`src/rtl/urem_ic_search.sv`:
```
// urem_ic_search: sequential Skolem-witness engine for (x urem s) CMP t.
// Enumerates x = 0,1,2,... and computes x urem s with a restoring divider
// (one quotient bit per cycle, MSB first). The first x whose remainder
// satisfies the selected predicate is returned. If none exists, unsat is
// reported after all 2^W candidates have been tried.
//
// Ports:
//   clk, rst_n              clock, async active-low reset
//   req_valid/req_ready     request handshake (ready only when idle)
//   req_s, req_t, req_mode  divisor, bound, predicate
//                           (00 sge, 01 sgt, 10 uge, 11 ugt)
//   res_valid/res_ready     result handshake (fields held while stalled)
//   res_sat, res_x          witness found / smallest witness (0 if unsat)
//   res_iters               candidates evaluated, 1..2^W
module urem_ic_search #(
  parameter int W = 4
) (
  input  logic         clk,
  input  logic         rst_n,
  input  logic         req_valid,
  output logic         req_ready,
  input  logic [W-1:0] req_s,
  input  logic [W-1:0] req_t,
  input  logic [1:0]   req_mode,
  output logic         res_valid,
  input  logic         res_ready,
  output logic         res_sat,
  output logic [W-1:0] res_x,
  output logic [W:0]   res_iters
);

  localparam int KW = $clog2(W);

  typedef enum logic [1:0] {IDLE, DIV, CMP, DONE} state_e;

  state_e         state_q, state_d;
  logic [W-1:0]   s_q, s_d, t_q, t_d;
  logic [1:0]     mode_q, mode_d;
  logic [W-1:0]   x_q, x_d;
  // copy of x shifted left once per step so the next dividend bit is
  // always at the MSB; avoids a variable bit select on x
  logic [W-1:0]   xs_q, xs_d;
  logic [W:0]     r_q, r_d;
  logic [KW-1:0]  k_q, k_d;
  logic           sat_q, sat_d;
  logic [W-1:0]   rx_q, rx_d;
  logic [W:0]     iters_q, iters_d;

  logic [W:0]     r_shift, r_sub;
  logic           hit;

  always_comb begin
    r_shift = {r_q[W-1:0], xs_q[W-1]};
    r_sub   = r_shift - {1'b0, s_q};
    unique case (mode_q)
      2'b00:   hit = $signed(r_q[W-1:0]) >= $signed(t_q);
      2'b01:   hit = $signed(r_q[W-1:0]) >  $signed(t_q);
      2'b10:   hit = r_q[W-1:0] >= t_q;
      default: hit = r_q[W-1:0] >  t_q;
    endcase
  end

  always_comb begin
    state_d = state_q;
    s_d     = s_q;
    t_d     = t_q;
    mode_d  = mode_q;
    x_d     = x_q;
    xs_d    = xs_q;
    r_d     = r_q;
    k_d     = k_q;
    sat_d   = sat_q;
    rx_d    = rx_q;
    iters_d = iters_q;
    unique case (state_q)
      IDLE: begin
        if (req_valid) begin
          s_d     = req_s;
          t_d     = req_t;
          mode_d  = req_mode;
          x_d     = '0;
          xs_d    = '0;
          r_d     = '0;
          k_d     = '0;
          state_d = DIV;
        end
      end
      DIV: begin
        // s = 0 needs no special case: every step subtracts zero, so r ends as x
        r_d  = (r_shift >= {1'b0, s_q}) ? r_sub : r_shift;
        xs_d = xs_q << 1;
        k_d  = k_q + KW'(1);
        if (k_q == KW'(W-1)) begin
          k_d     = '0;
          state_d = CMP;
        end
      end
      CMP: begin
        if (hit || (&x_q)) begin
          sat_d   = hit;
          rx_d    = hit ? x_q : '0;
          iters_d = {1'b0, x_q} + (W+1)'(1);
          state_d = DONE;
        end else begin
          x_d     = x_q + W'(1);
          xs_d    = x_q + W'(1);
          r_d     = '0;
          k_d     = '0;
          state_d = DIV;
        end
      end
      default: begin
        if (res_ready) state_d = IDLE;
      end
    endcase
  end

  always_ff @(posedge clk or negedge rst_n) begin
    if (!rst_n) begin
      state_q <= IDLE;
      s_q     <= '0;
      t_q     <= '0;
      mode_q  <= '0;
      x_q     <= '0;
      xs_q    <= '0;
      r_q     <= '0;
      k_q     <= '0;
      sat_q   <= 1'b0;
      rx_q    <= '0;
      iters_q <= '0;
    end else begin
      state_q <= state_d;
      s_q     <= s_d;
      t_q     <= t_d;
      mode_q  <= mode_d;
      x_q     <= x_d;
      xs_q    <= xs_d;
      r_q     <= r_d;
      k_q     <= k_d;
      sat_q   <= sat_d;
      rx_q    <= rx_d;
      iters_q <= iters_d;
    end
  end

  assign req_ready = (state_q == IDLE);
  assign res_valid = (state_q == DONE);
  assign res_sat   = sat_q;
  assign res_x     = rx_q;
  assign res_iters = iters_q;

endmodule

```
`config.mk`:
```
export PLATFORM = sky130hd
export DESIGN_NAME = urem_ic_search
export DESIGN_NICKNAME = d
export VERILOG_FILES = /design/src/rtl/urem_ic_search.sv
export SDC_FILE = /design/constraint.sdc
export NUM_CORES = 1
export LEC_CHECK = 0
export BUFFER_PORTS_ARGS = -buffer_cell sky130_fd_sc_hd__buf_2
export CORE_UTILIZATION = 51
export DETAILED_ROUTE_END_ITERATION = 10
export PLACE_DENSITY = 0.75
export SLEW_MARGIN = 20
export SYNTH_ARGS = -nofsm -noshare
export SYNTH_HDL_FRONTEND = slang
export SYNTH_SLANG_ARGS = --single-unit
```
`constraint.sdc`:
```
create_clock -name clk -period 2.4 [get_ports clk]
set_input_delay 0.24 -clock clk [delete_from_list [all_inputs] [get_ports clk]]
set_output_delay 0.24 -clock clk [all_outputs]
set_load 0.005 [all_outputs]
```
==> metrics <==
Mapped Cells roughly 170; Synth-to-Final Area Change 22.6%; final hold vios 0; clock latency on the worst-skew pair 0.28 ns; combinational group share of total power 55.7%; multi-input logic area 1010 µm²; #FFs+latches synth 36; CTS tree built; crit-path max FO 5; DIE AREA 4030 µm²; switching share of total power between 30% and 40%; max-slew violation count 0; Avg WL per Cell between 15 and 20 µm; Rows 21; Ys Warns 0; Fmax 418 MHz; cts hold-fix bufs 0; largest net degree at the start of global routing 37; leakage power total 1.20 nW; Clock Pin Slew Worst Setup and Hold Paths roughly 0.070 ns; Clock Skew approximately 0.0087 ns; Port Buffers 25; Worst Path Arrival around 2.6 ns; # DRC 0; Post-DRT Antenna Nets 0; DR iter-0 viols 30; DP Wirelength between 2 and 3 mm; status finished, final reports clean; H-tree depth 2; worst vdd ir 680 µV; core area 3470 µm²; post-synth cell types 39; total CTS buffers 5; sequential cell area 901 µm²; Post-Synth Simple-Gate Area 10.5%; Seq/Total Area, Yosys a little under half; RePlAce Congestion around 0.78; Layout Utilization between 60 and 70%; Syn Nets ~200; mux contribution to synthesized area between 10% and 20%; gr usage total between 20% and 30%; Initial Utilization between 50 and 60%; Die Width around 63 µm; Compound-Gate Fraction of Synth Area around an eighth; clock network fraction of design power roughly 15%; main combinational cell family by area after synthesis multiplexers; filler instances 276; Setup Crit Path Kind reg -> reg; IO Pins 26; global-route wire length before repair around 6.5 mm; Final Routed Wirelength between 4 and 5 mm; Slew headroom 46.9%; DR pass1 iterations 4; setup TNS 0 ns; max cap viols 0; met1 Use GR between 20% and 30%; Antenna Cells 0; Reg power frac ~29%; RSZ-0062 raised after global routing true; via count about 1400; Critical Path RT between 2 and 3 ns; Final WS setup 0.00559 ns; DR vias/cell about 5.5; clock sinks 36; sw power around 1.3 mW; R2R setup slack 0.006 ns; met3 GRT Util approximately 4.5%; met2 GRT Util a little over a third; final setup fails 0; number of global-route vias before repair 1424; global route hottest layer met2; worst slew pin tran 0.787 ns; Design Power 3.41 mW; Die Y-Extent 63.5 µm; Startpoint Class flip-flop; cell area power density ~1400 nW/µm²; Post-Syn Area around 1900 µm²; Tcrit/Tclk final about 100%; Pint 2.13 mW; post-synthesis xor/xnor area fraction ~1.8%; Avg Inst Size Synth approximately 12 µm²; root buffer cell clkbuf_8; Final min period 2.39 ns; layout cells sized above 1 around a third; GRT overflow 0; initial antenna violation count 0; Hold/Removal Path Class in -> async; worst slack at placement -0.0540 ns; crit end category flip-flop; Synth Area in Adders a little over a tenth; NumNets Final 236; clock tree buffer depth 2
final timing paths:
kind / from / endpoint / depth (start not counted)
setup / recovery: r_q[2] / r_q[2] / 8
hold reg to reg: res_sat / res_sat / 1
min in group clk: req_s[3] / s_q[3] / 2
setup reg to reg: r_q[2] / r_q[2] / 8
hold / removal: rst_n / s_q[0] / 1
max in group asynchronous: rst_n / res_iters[2] / 1
routing by layer:
layer  vias to the layer above  wire, µm
met4                         0        85
met5                         -         0
met2                        27      1960
met3                         9       143
li1                        670         -
met1                       692      1830
area by class of cell:
cell class / instances / share of cell area (%)
Sequential cell: 36 / 38.1
Tap cell: 46 / 2.44
Clock buffer: 6 / 3.07
Timing Repair Buffer: 36 / 9.96
Clock inverter: 2 / 1.48
Multi-Input combinational cell: 114 / 42.8
Inverter: 13 / 2.07
critical path, cell delays in order (launching register included):
cell and delay [ns]:
dfrtp_1 0.42, ha_4 0.26, a211oi_2 0.16, o21ai_1 0.11, a311o_2 0.46, a211oi_4 0.30, buf_12 0.14, buf_8 0.12
mux2_4 0.30
repair_timing:
action,CTS,global route
endpoints found under the setup margin,8,8
resized for setup,0,16
buffers inserted,0,6
pin swaps,1,4
state kept, by name, summed over array words and instances (netlist names):
signal,cells
k_q,2
mode_q,2
r_q,4
res_iters,5
res_sat,1
res_x,4
s_q,4
state_q,2
t_q,4
x_q,4
xs_q,4
synthesized netlist by cell type (all sizes together):
master | instances | share of area [%]
ha | 15 | 9.7
o31a | 1 | 0.45
nor2b | 7 | 2.3
o311ai | 1 | 0.45
dfrtp | 36 | 47
and3 | 1 | 0.32
a31oi | 2 | 0.65
o31ai | 2 | 0.78
and2 | 3 | 0.97
a311o | 1 | 0.58
a21oi | 3 | 0.78
o21a | 1 | 0.39
and3b | 1 | 0.45
a22o | 5 | 2.3
mux2 | 21 | 12
xor2 | 2 | 0.91
nand2b | 3 | 0.97
nor4b | 1 | 0.45
fa | 1 | 1.0
mux2i | 4 | 2.1
nand3 | 1 | 0.26
nand4 | 2 | 0.65
nand2 | 11 | 2.1
a211o | 1 | 0.45
a22oi | 1 | 0.39
xnor2 | 2 | 0.91
nor3 | 1 | 0.26
a211oi | 2 | 1.7
o21ai | 6 | 1.6
a32o | 2 | 1.0
nor2 | 6 | 1.2
o311a | 1 | 0.52
a221o | 1 | 0.52
a21o | 1 | 0.39
and4b | 1 | 0.52
clkbuf | 2 | 0.39
inv | 13 | 2.5
power by group through the flow:
stage / Clock, mW / Combinational, mW / Sequential [mW]
after CTS: 0.530 / 1.61 / 0.980
after floorplan: 0 / 1.14 / 0.965
after detailed placement: 0 / 1.60 / 0.989
final: 0.523 / 1.90 / 0.988
after global placement: 0 / 1.51 / 0.976
after global routing: 0.557 / 2.07 / 1.02
per-stage QoR:
stage | hold slack [ns] | area, µm² | cells
5_1_grt | 0.101 | 2360 | 253
3_3_place_gp | 0.358 | 2150 | 239
2_1_floorplan | -0.0556 | 1930 | 165
6_report | 0.0341 | 2360 | 253
3_5_place_dp | 0.371 | 2150 | 239
4_1_cts | 0.0578 | 2260 | 247
cells in the final DEF (no fill, tap or decap), drive strengths merged, types with 2 or more instances in the layout:
| master | Yosys | layout |
|---|---|---|
| xnor2 | 2 | 2 |
| dfrtp | 36 | 36 |
| and2 | 3 | 3 |
| a31oi | 2 | 2 |
| a32o | 2 | 2 |
| mux2 | 21 | 21 |
| mux2i | 4 | 4 |
| buf | 0 | 36 |
| a21oi | 3 | 3 |
| clkbuf | 2 | 6 |
| nor2 | 6 | 6 |
| a22o | 5 | 5 |
| nor2b | 7 | 7 |
| a211oi | 2 | 2 |
| o21ai | 6 | 6 |
| nand2b | 3 | 3 |
| nand4 | 2 | 2 |
| xor2 | 2 | 2 |
| o31ai | 2 | 2 |
| inv | 13 | 13 |
| nand2 | 11 | 11 |
| ha | 15 | 15 |
cells by family after synthesis:
group	Yosys count
adders and majority gates	16
xor gates and xnor gates	4
and+or+nand+nor	38
muxes	25
buffers and inverters	15
DFF	36
AOI/OAI and AO/OA	31
Note: power is estimated with default switching activity, not from simulation.
